[src/rtl/imm_decode_pipe_pkg.sv]
// Shared types and constants for the immediate-decode pipeline.
package imm_pkg;

   typedef enum logic [2:0] {
      FMT_NONE = 3'd0,
      FMT_I    = 3'd1,
      FMT_S    = 3'd2,
      FMT_B    = 3'd3,
      FMT_U    = 3'd4,
      FMT_J    = 3'd5
   } imm_fmt_e;

   localparam logic [6:0] OP_IMM    = 7'b0010011;
   localparam logic [6:0] OP_LOAD   = 7'b0000011;
   localparam logic [6:0] OP_JALR   = 7'b1100111;
   localparam logic [6:0] OP_STORE  = 7'b0100011;
   localparam logic [6:0] OP_BRANCH = 7'b1100011;
   localparam logic [6:0] OP_LUI    = 7'b0110111;
   localparam logic [6:0] OP_AUIPC  = 7'b0010111;
   localparam logic [6:0] OP_JAL    = 7'b1101111;

   function automatic bit xlen_legal(int x);
      return (x == 32) || (x == 64);
   endfunction

endpackage

[src/rtl/imm_decode_pipe_if.sv]
// Upstream/downstream handshake bundle for imm_decode_pipe; out_illegal
// exists only when IMM_DECODE_ILLEGAL_CHK_EN is defined.
interface imm_decode_pipe_if
   import imm_pkg::*;
#(
   parameter int XLEN        = 32,
   parameter int INSTRUCTION = 32
);
   logic                   flush;
   logic                   in_valid;
   logic                   in_ready;
   logic [INSTRUCTION-1:0] in_instr;
   logic [XLEN-1:0]        in_pc;
   logic                   out_valid;
   logic                   out_ready;
   logic [INSTRUCTION-1:0] out_instr;
   logic [XLEN-1:0]        out_pc;
   imm_fmt_e               out_fmt;
   logic [XLEN-1:0]        out_imm;
   logic [XLEN-1:0]        out_target;
`ifdef IMM_DECODE_ILLEGAL_CHK_EN
   logic                   out_illegal;
`endif

   modport master (
      output flush, in_valid, in_instr, in_pc, out_ready,
      input  in_ready, out_valid, out_instr, out_pc, out_fmt, out_imm, out_target
`ifdef IMM_DECODE_ILLEGAL_CHK_EN
      , input out_illegal
`endif
   );

   modport slave (
      input  flush, in_valid, in_instr, in_pc, out_ready,
      output in_ready, out_valid, out_instr, out_pc, out_fmt, out_imm, out_target
`ifdef IMM_DECODE_ILLEGAL_CHK_EN
      , output out_illegal
`endif
   );
endinterface

[src/rtl/imm_decode_pipe_extract.sv]
// Combinational RV32I immediate extraction, sign-extended from bit 31 to XLEN.
module imm_extract
   import imm_pkg::*;
#(
   parameter int XLEN = 32
) (
   input  logic [31:0]     instr_i,
   output imm_fmt_e        fmt_o,
`ifdef IMM_DECODE_ILLEGAL_CHK_EN
   output logic            illegal_o,
`endif
   output logic [XLEN-1:0] imm_o
);
   logic signed [31:0] imm32;

   always_comb begin
      fmt_o = FMT_NONE;
      imm32 = '0;
      unique case (instr_i[6:0])
         OP_IMM, OP_LOAD, OP_JALR: begin
            fmt_o = FMT_I;
            imm32 = {{20{instr_i[31]}}, instr_i[31:20]};
         end
         OP_STORE: begin
            fmt_o = FMT_S;
            imm32 = {{20{instr_i[31]}}, instr_i[31:25], instr_i[11:7]};
         end
         OP_BRANCH: begin
            fmt_o = FMT_B;
            imm32 = {{19{instr_i[31]}}, instr_i[31], instr_i[7], instr_i[30:25], instr_i[11:8], 1'b0};
         end
         OP_LUI, OP_AUIPC: begin
            fmt_o = FMT_U;
            imm32 = {instr_i[31:12], 12'b0};
         end
         OP_JAL: begin
            fmt_o = FMT_J;
            imm32 = {{11{instr_i[31]}}, instr_i[31], instr_i[19:12], instr_i[20], instr_i[30:21], 1'b0};
         end
         default: ;
      endcase
   end

   // signed size cast replicates bit 31 into the upper half when XLEN is 64
   assign imm_o = XLEN'(imm32);

`ifdef IMM_DECODE_ILLEGAL_CHK_EN
   assign illegal_o = (fmt_o == FMT_NONE) || (instr_i[1:0] != 2'b11);
`endif
endmodule

[src/rtl/imm_decode_pipe.sv]
// 1-cycle immediate decode stage behind a 2-entry skid buffer; in_ready is a register.
// Optional out_illegal flag is built when IMM_DECODE_ILLEGAL_CHK_EN is defined.
module imm_decode_pipe
   import imm_pkg::*;
#(
   parameter int XLEN        = 32,
   parameter int INSTRUCTION = 32
) (
   input  logic            clk,
   input  logic            rst_n,
   imm_decode_pipe_if.slave bus
);
   if (!xlen_legal(XLEN) || INSTRUCTION != 32) begin : g_bad_param
      $error("imm_decode_pipe: XLEN must be 32 or 64 and INSTRUCTION must be 32");
   end

   typedef struct packed {
      logic [INSTRUCTION-1:0] instr;
      logic [XLEN-1:0]        pc;
      imm_fmt_e               fmt;
      logic [XLEN-1:0]        imm;
      logic [XLEN-1:0]        tgt;
`ifdef IMM_DECODE_ILLEGAL_CHK_EN
      logic                   ill;
`endif
   } word_t;

   word_t    main_q, main_d, skid_q, skid_d, in_word;
   logic     main_vld_q, main_vld_d, skid_vld_q, skid_vld_d, rdy_q;
   logic     in_hs, out_hs;
   imm_fmt_e ext_fmt;
   logic [XLEN-1:0] ext_imm;
`ifdef IMM_DECODE_ILLEGAL_CHK_EN
   logic     ext_ill;
`endif

   imm_extract #(.XLEN(XLEN)) u_extract (
      .instr_i   (bus.in_instr),
      .fmt_o     (ext_fmt),
`ifdef IMM_DECODE_ILLEGAL_CHK_EN
      .illegal_o (ext_ill),
`endif
      .imm_o     (ext_imm)
   );

   always_comb begin
      in_word       = '0;
      in_word.instr = bus.in_instr;
      in_word.pc    = bus.in_pc;
      in_word.fmt   = ext_fmt;
      in_word.imm   = ext_imm;
      in_word.tgt   = bus.in_pc + ext_imm;
`ifdef IMM_DECODE_ILLEGAL_CHK_EN
      in_word.ill   = ext_ill;
`endif
   end

   assign in_hs  = bus.in_valid && rdy_q;
   assign out_hs = main_vld_q && bus.out_ready;

   // in_hs cannot coincide with a full skid because rdy_q mirrors !skid_vld_q
   always_comb begin
      main_d     = main_q;
      skid_d     = skid_q;
      main_vld_d = main_vld_q;
      skid_vld_d = skid_vld_q;
      if (bus.flush) begin
         main_vld_d = 1'b0;
         skid_vld_d = 1'b0;
      end else if (skid_vld_q) begin
         if (out_hs) begin
            main_d     = skid_q;
            skid_vld_d = 1'b0;
         end
      end else if (main_vld_q && !out_hs) begin
         if (in_hs) begin
            skid_d     = in_word;
            skid_vld_d = 1'b1;
         end
      end else begin
         main_vld_d = in_hs;
         if (in_hs) main_d = in_word;
      end
   end

   always_ff @(posedge clk or negedge rst_n) begin
      if (!rst_n) begin
         main_q     <= '0;
         skid_q     <= '0;
         main_vld_q <= 1'b0;
         skid_vld_q <= 1'b0;
         rdy_q      <= 1'b0;
      end else begin
         main_q     <= main_d;
         skid_q     <= skid_d;
         main_vld_q <= main_vld_d;
         skid_vld_q <= skid_vld_d;
         rdy_q      <= !skid_vld_d;
      end
   end

   assign bus.in_ready   = rdy_q;
   assign bus.out_valid  = main_vld_q;
   assign bus.out_instr  = main_q.instr;
   assign bus.out_pc     = main_q.pc;
   assign bus.out_fmt    = main_q.fmt;
   assign bus.out_imm    = main_q.imm;
   assign bus.out_target = main_q.tgt;
`ifdef IMM_DECODE_ILLEGAL_CHK_EN
   assign bus.out_illegal = main_q.ill;
`endif
endmodule

[src/flat_wrapper.sv]
// flat-port wrapper written by rule: the top's interface ports become plain ports
module imm_decode_pipe_flat import imm_pkg::*;
#(
   parameter int XLEN        = 32,
   parameter int INSTRUCTION = 32
)
  (clk, rst_n, bus_flush, bus_in_valid, bus_in_instr, bus_in_pc, bus_out_ready, bus_in_ready, bus_out_valid, bus_out_instr, bus_out_pc, bus_out_fmt, bus_out_imm, bus_out_target);
  imm_decode_pipe_if #(.XLEN(XLEN), .INSTRUCTION(INSTRUCTION)) bus_i ();
  input  logic clk;
  input  logic rst_n;
  input wire logic [$bits(bus_i.flush)-1:0] bus_flush;
  input wire logic [$bits(bus_i.in_valid)-1:0] bus_in_valid;
  input wire logic [$bits(bus_i.in_instr)-1:0] bus_in_instr;
  input wire logic [$bits(bus_i.in_pc)-1:0] bus_in_pc;
  input wire logic [$bits(bus_i.out_ready)-1:0] bus_out_ready;
  output wire logic [$bits(bus_i.in_ready)-1:0] bus_in_ready;
  output wire logic [$bits(bus_i.out_valid)-1:0] bus_out_valid;
  output wire logic [$bits(bus_i.out_instr)-1:0] bus_out_instr;
  output wire logic [$bits(bus_i.out_pc)-1:0] bus_out_pc;
  output wire logic [$bits(bus_i.out_fmt)-1:0] bus_out_fmt;
  output wire logic [$bits(bus_i.out_imm)-1:0] bus_out_imm;
  output wire logic [$bits(bus_i.out_target)-1:0] bus_out_target;
  assign bus_i.flush = bus_flush;
  assign bus_i.in_valid = bus_in_valid;
  assign bus_i.in_instr = bus_in_instr;
  assign bus_i.in_pc = bus_in_pc;
  assign bus_i.out_ready = bus_out_ready;
  assign bus_in_ready = bus_i.in_ready;
  assign bus_out_valid = bus_i.out_valid;
  assign bus_out_instr = bus_i.out_instr;
  assign bus_out_pc = bus_i.out_pc;
  assign bus_out_fmt = bus_i.out_fmt;
  assign bus_out_imm = bus_i.out_imm;
  assign bus_out_target = bus_i.out_target;
  imm_decode_pipe #(.XLEN(XLEN), .INSTRUCTION(INSTRUCTION)) u_core (.clk(clk), .rst_n(rst_n), .bus(bus_i));
endmodule
[config.mk]
export PLATFORM = sky130hd
export DESIGN_NAME = imm_decode_pipe_flat
export DESIGN_NICKNAME = d
export VERILOG_FILES = /design/src/rtl/imm_decode_pipe_pkg.sv /design/src/rtl/imm_decode_pipe_if.sv /design/src/rtl/imm_decode_pipe_extract.sv /design/src/rtl/imm_decode_pipe.sv /design/src/flat_wrapper.sv
export SDC_FILE = /design/constraint.sdc
export NUM_CORES = 1
export LEC_CHECK = 0
export BUFFER_PORTS_ARGS = -buffer_cell sky130_fd_sc_hd__buf_2
export CAP_MARGIN = 20
export CORE_UTILIZATION = 30
export CTS_CLUSTER_SIZE = 20
export DETAILED_ROUTE_END_ITERATION = 16
export GPL_TIMING_DRIVEN = 0
export SLEW_MARGIN = 0
export SYNTH_ARGS = -nofsm -noshare
export SYNTH_HDL_FRONTEND = slang
export SYNTH_SLANG_ARGS = --single-unit
[constraint.sdc]
create_clock -name clk -period 2.4 [get_ports clk]
set_input_delay 0.12 -clock clk [delete_from_list [all_inputs] [get_ports clk]]
set_output_delay 0.12 -clock clk [all_outputs]
set_load 0.02 [all_outputs]
# Word-level counts from Yosys, hierarchy flattened
# Cells that the tools add are included.
# W data, S select, Z words.
# word_totals
regBits	265
in_bits	69
# op_classes
add_sub_neg	1
eq_ne	12
n_mux	14
bitwise	2
reduce_logical	11
# ops
operator	count
$mux W131	4
$pmux W32 S5	1
$add A32 B32 Y32	1
$eq A7 B7 Y1 const B	3
$pmux W3 S5	1
$eq A7 B5 Y1 const B	2
$eq A7 B6 Y1 const B	2
$mux W1	8
$reduce_and A4 Y1	2
$eq A7 B2 Y1 const B	1
$ne A2 B2 Y1 const B	3
$logic_and A1 B1 Y1	3
$reduce_or A3 Y1	1
$logic_not A1 Y1	2
$ne A2 B1 Y1 const B	1
$not A1 Y1	2
$reduce_and A2 Y1	1
$reduce_bool A2 Y1	1
$reduce_or A2 Y1	1

# Depth between registers and ports, before layout
# Gate-level depths: netlist of the first run.
# logic_depth
depth_word	7
mapped_depth	17
depth_no_buf	16

# Modules after synthesis
# From an unflattened synthesis of the first run, not the netlist that was laid out.
# unflattened
hier_cells	1207
hier_area_um2	13037.5
# by_module_without_submodules
module	instances	cells_per_inst	area_each_um2
imm_decode_pipe	1	1133	12520.8
imm_extract	1	74	516.7

# Least setup slack after synthesis of the first run
# OpenSTA, ideal clock, no wires.
# synth_timing
kind	input to register
from	input bus_in_instr[6]
to	register u_core.main_q (netlist bit u_core.bus.out_target[29])
setup_time_ns	0.126
arrival_ns	3.129
setup_slack_ns	-0.855
cell_stages	16
path_buffers	2
path_cell_list	clkbuf_1 nor3b_1 a31oi_1 nor3_1 a21oi_1 inv_1 ha_1 buf_4 a21oi_1 o21a_1 o221ai_2 a21oi_1 a211oi_1 a311o_1 xor2_1 a221o_1
# synth_via
elab_chain_len	7
# synth_rtl
item	line_no	source
start, declared	flat_wrapper.sv:13	input wire logic [$bits(bus_i.in_instr)-1:0] bus_in_instr;
$eq A7 B5 Y1 (tied with other cells)	imm_decode_pipe_extract.sv:19	unique case (instr_i[6:0])
$reduce_or A3 Y1 or $reduce_or A2 Y1 (tied branches)	imm_decode_pipe_extract.sv:19	
$pmux W32 S5 *	imm_decode_pipe_extract.sv:19	
via u_core.ext_imm[16]	imm_decode_pipe.sv:32	logic [XLEN-1:0] ext_imm;
$add A32 B32 Y32 *	imm_decode_pipe.sv:52	in_word.tgt = bus.in_pc + ext_imm;
$mux W131 *	imm_decode_pipe.sv:82	if (in_hs) main_d = in_word;
$mux W131 *	imm_decode_pipe.sv:75	end else if (main_vld_q && !out_hs) begin
$mux W131 *	imm_decode_pipe.sv:70	end else if (skid_vld_q) begin
end signal, assigned	imm_decode_pipe.sv:94	main_q <= main_d;
end, declared	imm_decode_pipe.sv:28	word_t main_q, main_d, skid_q, skid_d, in_word;
# The timed path passes the listed nets; every way through them passes the cells marked *. The select of a mux whose other input is x is not followed.
# A chain may end at the register's enable or synchronous reset.

# Worst setup path after layout of the first run
# layout_timing
from	input bus_in_instr[5]
to	register u_core.main_q (netlist bit u_core.bus.out_target[29])
# Same word-level chain as after synthesis.

==> key figures, run 1 <==
Worst setup path
  • CP endpoint kind: register
  • Worst setup SP type: input pin
  • Crit path largest cell delay: 0.48 ns
  • CP Data Required Time: 2.85 ns
  • CP max FO: 5
  • WP data arrival: 3.15 ns
  • Critical setup path kind: input pin to register
  • Worst path slowest cell: or3_4
  • Crit path buf inv count: 3
  • CP Cell Sequence: buf_8, and2b_4, buf_6, nand2_8, a31oi_4, and2_4, buf_12, a21o_4, ha_4, nand4_1, or3_4, nor2_1, a311o_1, xor2_2, a221o_1
  • Kind of cell adding the most delay to the critical path: simple AND/OR/NAND/NOR gates

Logic synthesis
  • Unique masters post-synth: 61
  • #FFs+latches synth: 265
  • Synth Area in Compound Gates: 15.6%
  • Number of synthesis warnings: 0
  • Avg Cell Area, Syn: 10.2 µm²
  • Count leader, synth: dfrtp_1
  • Most common library cells after synthesis: 265 x dfrtp_1, 201 x nand2_1, 175 x o21ai_0
  • Mux contribution to synthesized area: 14.3%
  • Mapped cell area: 0.0129 mm²
  • Post-synth top area share: 51.3%
  • Area leader, netlist: dfrtp_1
  • Post-Syn Instances: 1,262
  • Post-synthesis sequential area ratio: 51.3%
  • Xor/xnor cell area share of the yosys netlist: 2.10%
  • Asr flop ratio synth: 100%
  • EDFF count, synth: 0
  • Adder-Cell Fraction of Synth Area: 3.15%
  • Synth area leaders: dfrtp_1 51%, mux2_2 7.7%, o21ai_0 6.8%, mux2i_1 6.5%, nand2_1 5.8%
  • Synth Area in Simple Gates: 10.2%
  • Post-synth top flop: dfrtp_1
  • Largest family of logic cells by synthesized area: compound AO/OA/AOI/OAI gates
  • Synth Net Count: 1,363

Clock tree
  • Worst-path clk slew: 0.06 ns
  • CTS Buf Count: 31
  • Clk sink count: 265
  • H-tree depth: 1
  • Root buf cell: clkbuf_16
  • Max Buffers Root-to-Sink: 3
  • CTS tree: done
  • Worst-Skew Late Latency: 0.57 ns

Floorplan
  • Chip height: 210 µm
  • Core ar.: 0.0422 mm²
  • Top Ports: 202
  • Die X: 210 µm
  • FP Rows: 75
  • Initial Util: 30.6%
  • Die area: 0.0439 mm²

Cells and area
  • Diodes inserted: 0
  • Area Overhead vs Synth: 44.0%
  • Fin area: 0.0186 mm²
  • Fillers: 3,963
  • Number of nets in the layout: 1,732
  • Share of cells above drive strength 1: 39.0%

Global routing
  • Antenna violations before repair: 2
  • Pin count of the biggest net entering global routing: 117
  • Global route total overflow: 0
  • Number of global-route vias before repair: 11,031
  • Global-route wire length before repair: 68.2 mm
  • GRT Total Usage: 20.4%

Drt
  • DRT Pass-1 Iters: 5
  • Wire per inst: 20.7 µm
  • # DRC: 0
  • Vias/cell: 5.11
  • DRT Wirelength: 45.4 mm
  • ANT nets after route: 0
  • Initial DRC Count: 744
  • DR vias: 11,205

Status
  • Violated checks: negative setup slack
  • Status: finished, violations left

Power
  • Power Density: 751 mW/mm²
  • Leak Pwr: 8.41 nW
  • Peak VDD IR: 0.448 mV

Worst hold path
  • Worst Hold Class: input pin to async pin

STA
  • Final Worst Setup Slack: -0.301 ns
  • RSZ-0062 raised after global routing: true
  • Final Skew: 0.00741 ns
  • Slew HR: 40.1%
  • Finish-stage setup viols: 36
  • Final slew viol count: 0
  • Fin crit period: 2.70 ns
  • Least-Margin Pin Slew: 0.899 ns
  • Final hold violations: 0
  • Final Cycle Share: 113%
  • Max Freq: 370 MHz

Placement
  • Gpl congestion: 0.891
  • Dpl hpwl: 33.0 mm
  • Port Buffers: 199
  • Pre-CTS setup slack: -1.19 ns
  • DP Area: 0.0150 mm²

Job
  • MaxCap Viol Count: 0
==> flip-flops by register name, indices dropped and copies added (netlist names) <==
| register | cells |
|---|---|
| u_core.bus.out_valid | 1 |
| u_core.skid_q | 131 |
| u_core.bus.out_fmt | 3 |
| u_core.bus.out_pc | 32 |
| u_core.bus.out_imm | 32 |
| u_core.bus.out_target | 32 |
| u_core.skid_vld_q | 1 |
| u_core.bus.in_ready | 1 |
| u_core.bus.out_instr | 32 |
==> final cells by class <==
| type | instances | area, µm² | area share, % |
|---|---|---|---|
| sequential | 265 | 6630 | 35.6 |
| tap | 539 | 674 | 3.62 |
| multi-input combinational | 893 | 7350 | 39.5 |
| inverter | 28 | 105 | 0.565 |
| clock buffer | 46 | 892 | 4.79 |
| buffer | 72 | 404 | 2.17 |
| clock inverter | 10 | 161 | 0.867 |
| timing repair buffer | 340 | 2390 | 12.9 |
==> cell usage in the layout (no fill, tap or decap), types with 14 or more instances in the layout <==
cell type / count
buf_2: 198
o21ai_1: 27
dlygate4sd3_1: 71
mux2_2: 88
buf_4: 55
and3_1: 14
inv_1: 15
nand2_2: 19
a21oi_1: 42
buf_6: 14
a21oi_2: 24
clkbuf_16: 33
nor2_1: 41
nand2_1: 177
clkbuf_1: 50
a21oi_4: 19
o21ai_0: 144
ha_4: 27
mux2i_1: 83
dfrtp_1: 265
==> final timing paths <==
kind | start | endpoint | slack (ns) | depth (start not counted)
setup / recovery | bus_in_instr[5] | u_core.bus.out_target[29] | -0.30 | 15
hold / removal | rst_n | u_core.bus.out_instr[15] | 0.002 | 2
setup reg to reg | u_core.skid_vld_q | u_core.bus.out_target[26] | 0.05 | 7
hold reg to reg | u_core.bus.out_instr[30] | u_core.bus.out_instr[30] | 0.47 | 2
max in group asynchronous | rst_n | u_core.bus.out_target[16] | 1.49 | 3
min in group clk | bus_in_instr[2] | u_core.bus.out_instr[2] | 0 | 3
==> report_power, final <==
part | total, mW | internal, mW | switching, mW
logic | 3.19 | 1.32 | 1.88
clock network | 4.89 | 2.98 | 1.90
registers | 5.90 | 5.41 | 0.492
==> metrics by stage <==
stage	hold WS, ns	TNS, ns	power, mW	utilization (%)	instances
floorplan	-0.176	-10.65	7.66	-	1262
global placement	0.333	-1084.54	8.74	35.3	2000
detailed placement	0.0226	-93.85	8.84	35.4	2002
CTS	0.00185	-2.52	14.0	42.2	2165
global route	0.0176	-7.23	14.6	44.1	2193
finish	0.00233	-4.67	14.0	44.1	2193
==> timing repair <==
action                                 in CTS  in global routing
setup buffers                              39                 29
gates resized for setup                   162                117
gates cloned                                0                  1
hold buffers                               71                  1
pin swaps                                  60                 70
setup endpoints to repair                 239                120
endpoints found under the hold margin     409                  1
==> layer usage <==
| layer | vias to the layer above | share of wire (%) | global-route usage (%) |
|---|---|---|---|
| li1 | 5181 | - | - |
| met1 | 5603 | 46 | 29.2 |
| met2 | 351 | 45 | 31.9 |
| met3 | 68 | 6.9 | 3.40 |
| met4 | 2 | 2.1 | 5.21 |
| met5 | - | 0.029 | 0 |
==> logic make-up (layout without fill, tap and decap cells) <==
logic type / count (synthesis) / in the layout
compound gates: 348 / 348
simple gates: 309 / 309
flops: 265 / 265
mux: 173 / 173
buf+inv: 104 / 496
fa+ha+maj: 32 / 32
xor+xnor: 31 / 31
Power figures use the tool's default switching activity.
==> run 2, diff against run 1 <==
- PLACE_DENSITY: unset -> 0.47
- SKIP_CTS_REPAIR_TIMING: unset -> 1
==> key figures, run 2 (synthesis results as in run 1) <==
Status
  • Status: finished, violations left
  • Violated checks: negative hold slack, negative setup slack

Worst hold path
  • WHS Endpoint: u_core.bus.out_instr[5]
  • Origin of the worst min-delay path: bus_in_instr[5]
  • Worst Hold Class: input pin to register
  • WHS Path Cells: 3

Cells and area
  • Diodes inserted: 0
  • Most flops, register: u_core.skid_q
  • Share of cells above drive strength 1: 37.3%
  • Fillers: 4,075
  • Area Overhead vs Synth: 41.2%
  • Number of flip-flops in the largest register: 131
  • Most common cell after layout, fill and taps aside: dfrtp_1
  • Commonest non-fill, non-tap cells in the layout: 265 x dfrtp_1, 201 x buf_2, 183 x nand2_1, 143 x o21ai_0, 87 x mux2_2
  • Number of nets in the layout: 1,716

Power
  • Total power: 14.1 mW
  • Net Sw Power: 4.35 mW
  • Sw Share: 30.8%
  • Pint: 9.74 mW
  • Combinational fraction of design power: 22.2%
  • Leak Pwr: 8.31 nW
  • Power Density: 772 mW/mm²
  • Peak VDD IR: 0.521 mV
  • Clk network pwr share: 35.9%
  • Reg power frac: 41.9%

Clock tree
  • Worst-Skew Late Latency: 0.59 ns
  • CTS tree: done
  • H-tree depth: 1
  • Max Buffers Root-to-Sink: 3
  • Root buf cell: clkbuf_16
  • CTS Buf Count: 31
  • Clk sink count: 265
  • Worst-path clk slew: 0.06 ns

Global routing
  • Antenna violations before repair: 0
  • Pin count of the biggest net entering global routing: 109
  • Global-route wire length before repair: 67.8 mm
  • Number of global-route vias before repair: 10,421
  • GRT Total Usage: 20.3%
  • Global route total overflow: 0

STA
  • Slew HR: 39.8%
  • Final slew viol count: 0
  • Final Skew: 0.0278 ns
  • Max Freq: 365 MHz
  • Finish-stage setup viols: 30
  • Final Worst Setup Slack: -0.342 ns
  • Min Hold Slack: -0.0547 ns
  • Least-Margin Pin Slew: 0.903 ns
  • RSZ-0062 raised after global routing: true
  • Fin crit period: 2.74 ns
  • Final Cycle Share: 114%
  • Final hold violations: 5

Floorplan
  • Chip height: 210 µm
  • Die X: 210 µm
  • FP Rows: 75
  • Initial Util: 30.6%
  • Core ar.: 0.0422 mm²
  • Die area: 0.0439 mm²
  • Top Ports: 202

Drt
  • Wire per inst: 21.5 µm
  • ANT nets after route: 0
  • DRT Pass-1 Iters: 4
  • Initial DRC Count: 586
  • Vias/cell: 5.02
  • DR vias: 10,941
  • DRT Wirelength: 46.8 mm
  • # DRC: 0

Worst setup path
  • CP Launch Point: bus_in_instr[4]
  • CP endpoint kind: register
  • R2R Path Start: u_core.skid_vld_q
  • FF-to-FF path depth: 8
  • WP data arrival: 3.19 ns
  • CP max FO: 5
  • RR Endpoint: u_core.bus.out_target[24]
  • CP Data Required Time: 2.85 ns
  • Reg2Reg Setup Slack: 0.10 ns
  • Critical setup path kind: input pin to register
  • Worst setup SP type: input pin

Placement
  • Gpl congestion: 0.866
  • Pre-CTS setup slack: -1.25 ns
  • Port Buffers: 199
  • Dpl hpwl: 33.5 mm

Job
  • MaxCap Viol Count: 0
run 2: worst max-delay path, stage by stage:
cell	delay, ns
buf_8	0.10
and2b_4	0.32
nand3_4	0.14
a211oi_4	0.25
a22oi_2	0.17
inv_2	0.10
ha_4	0.14
inv_2	0.04
fa_2	0.37
nor2b_2	0.16
o2111ai_2	0.15
a21o_1	0.28
and2_4	0.20
nand2_8	0.09
a21oi_4	0.06
xnor2_2	0.16
a221o_1	0.31
run 2: routing by layer:
| metal | GRT usage (%) | share of wire [%] |
|---|---|---|
| met2 | 32.3 | 46 |
| met5 | 0 | 0 |
| met1 | 29.1 | 48 |
| met3 | 3.64 | 5.0 |
| met4 | 3.75 | 1.2 |
run 2: through the flow:
stage          TNS (ns)  area (µm²)  cells  util [%]
6_report          -5.61       18300   2179      43.2
5_1_grt           -9.03       18300   2179      43.2
4_1_cts          -95.40       16100   2061      38.1
3_5_place_dp    -119.91       15000   2003      35.4
3_3_place_gp   -1167.69       14900   2000      35.3
2_1_floorplan    -10.65       13200   1262         -
run 2: worst max-delay path by stage:
stage,slack (ns),end,cells past startpoint
after floorplan,-0.47,u_core.bus.out_target[29],16
after global placement,-4.03,u_core.bus.out_target[16],1
after detailed placement,-1.25,u_core.bus.out_target[31],15
after CTS,-0.77,u_core.bus.out_imm[18],8
after global routing,-0.42,u_core.bus.out_target[30],17
final,-0.34,u_core.bus.out_target[30],17
run 2: power by group through the flow:
| stage | sequential [mW] | combinational [mW] | clock [mW] |
|---|---|---|---|
| after floorplan | 6.38 | 1.28 | 0 |
| after global placement | 5.95 | 2.81 | 0 |
| after detailed placement | 5.97 | 2.86 | 0 |
| after CTS | 5.90 | 2.87 | 5.18 |
| after global routing | 6.02 | 3.42 | 5.35 |
| final | 5.90 | 3.13 | 5.05 |
run 2: area by class of cell:
type,count,area [µm²],share of cell area [%]
Tap cell,539,674,3.69
Multi-Input combinational cell,893,7080,38.8
Sequential cell,265,6630,36.3
Buffer,73,424,2.32
Clock inverter,19,213,1.17
Inverter,28,109,0.596
Timing Repair Buffer,323,2240,12.3
Clock buffer,39,886,4.85
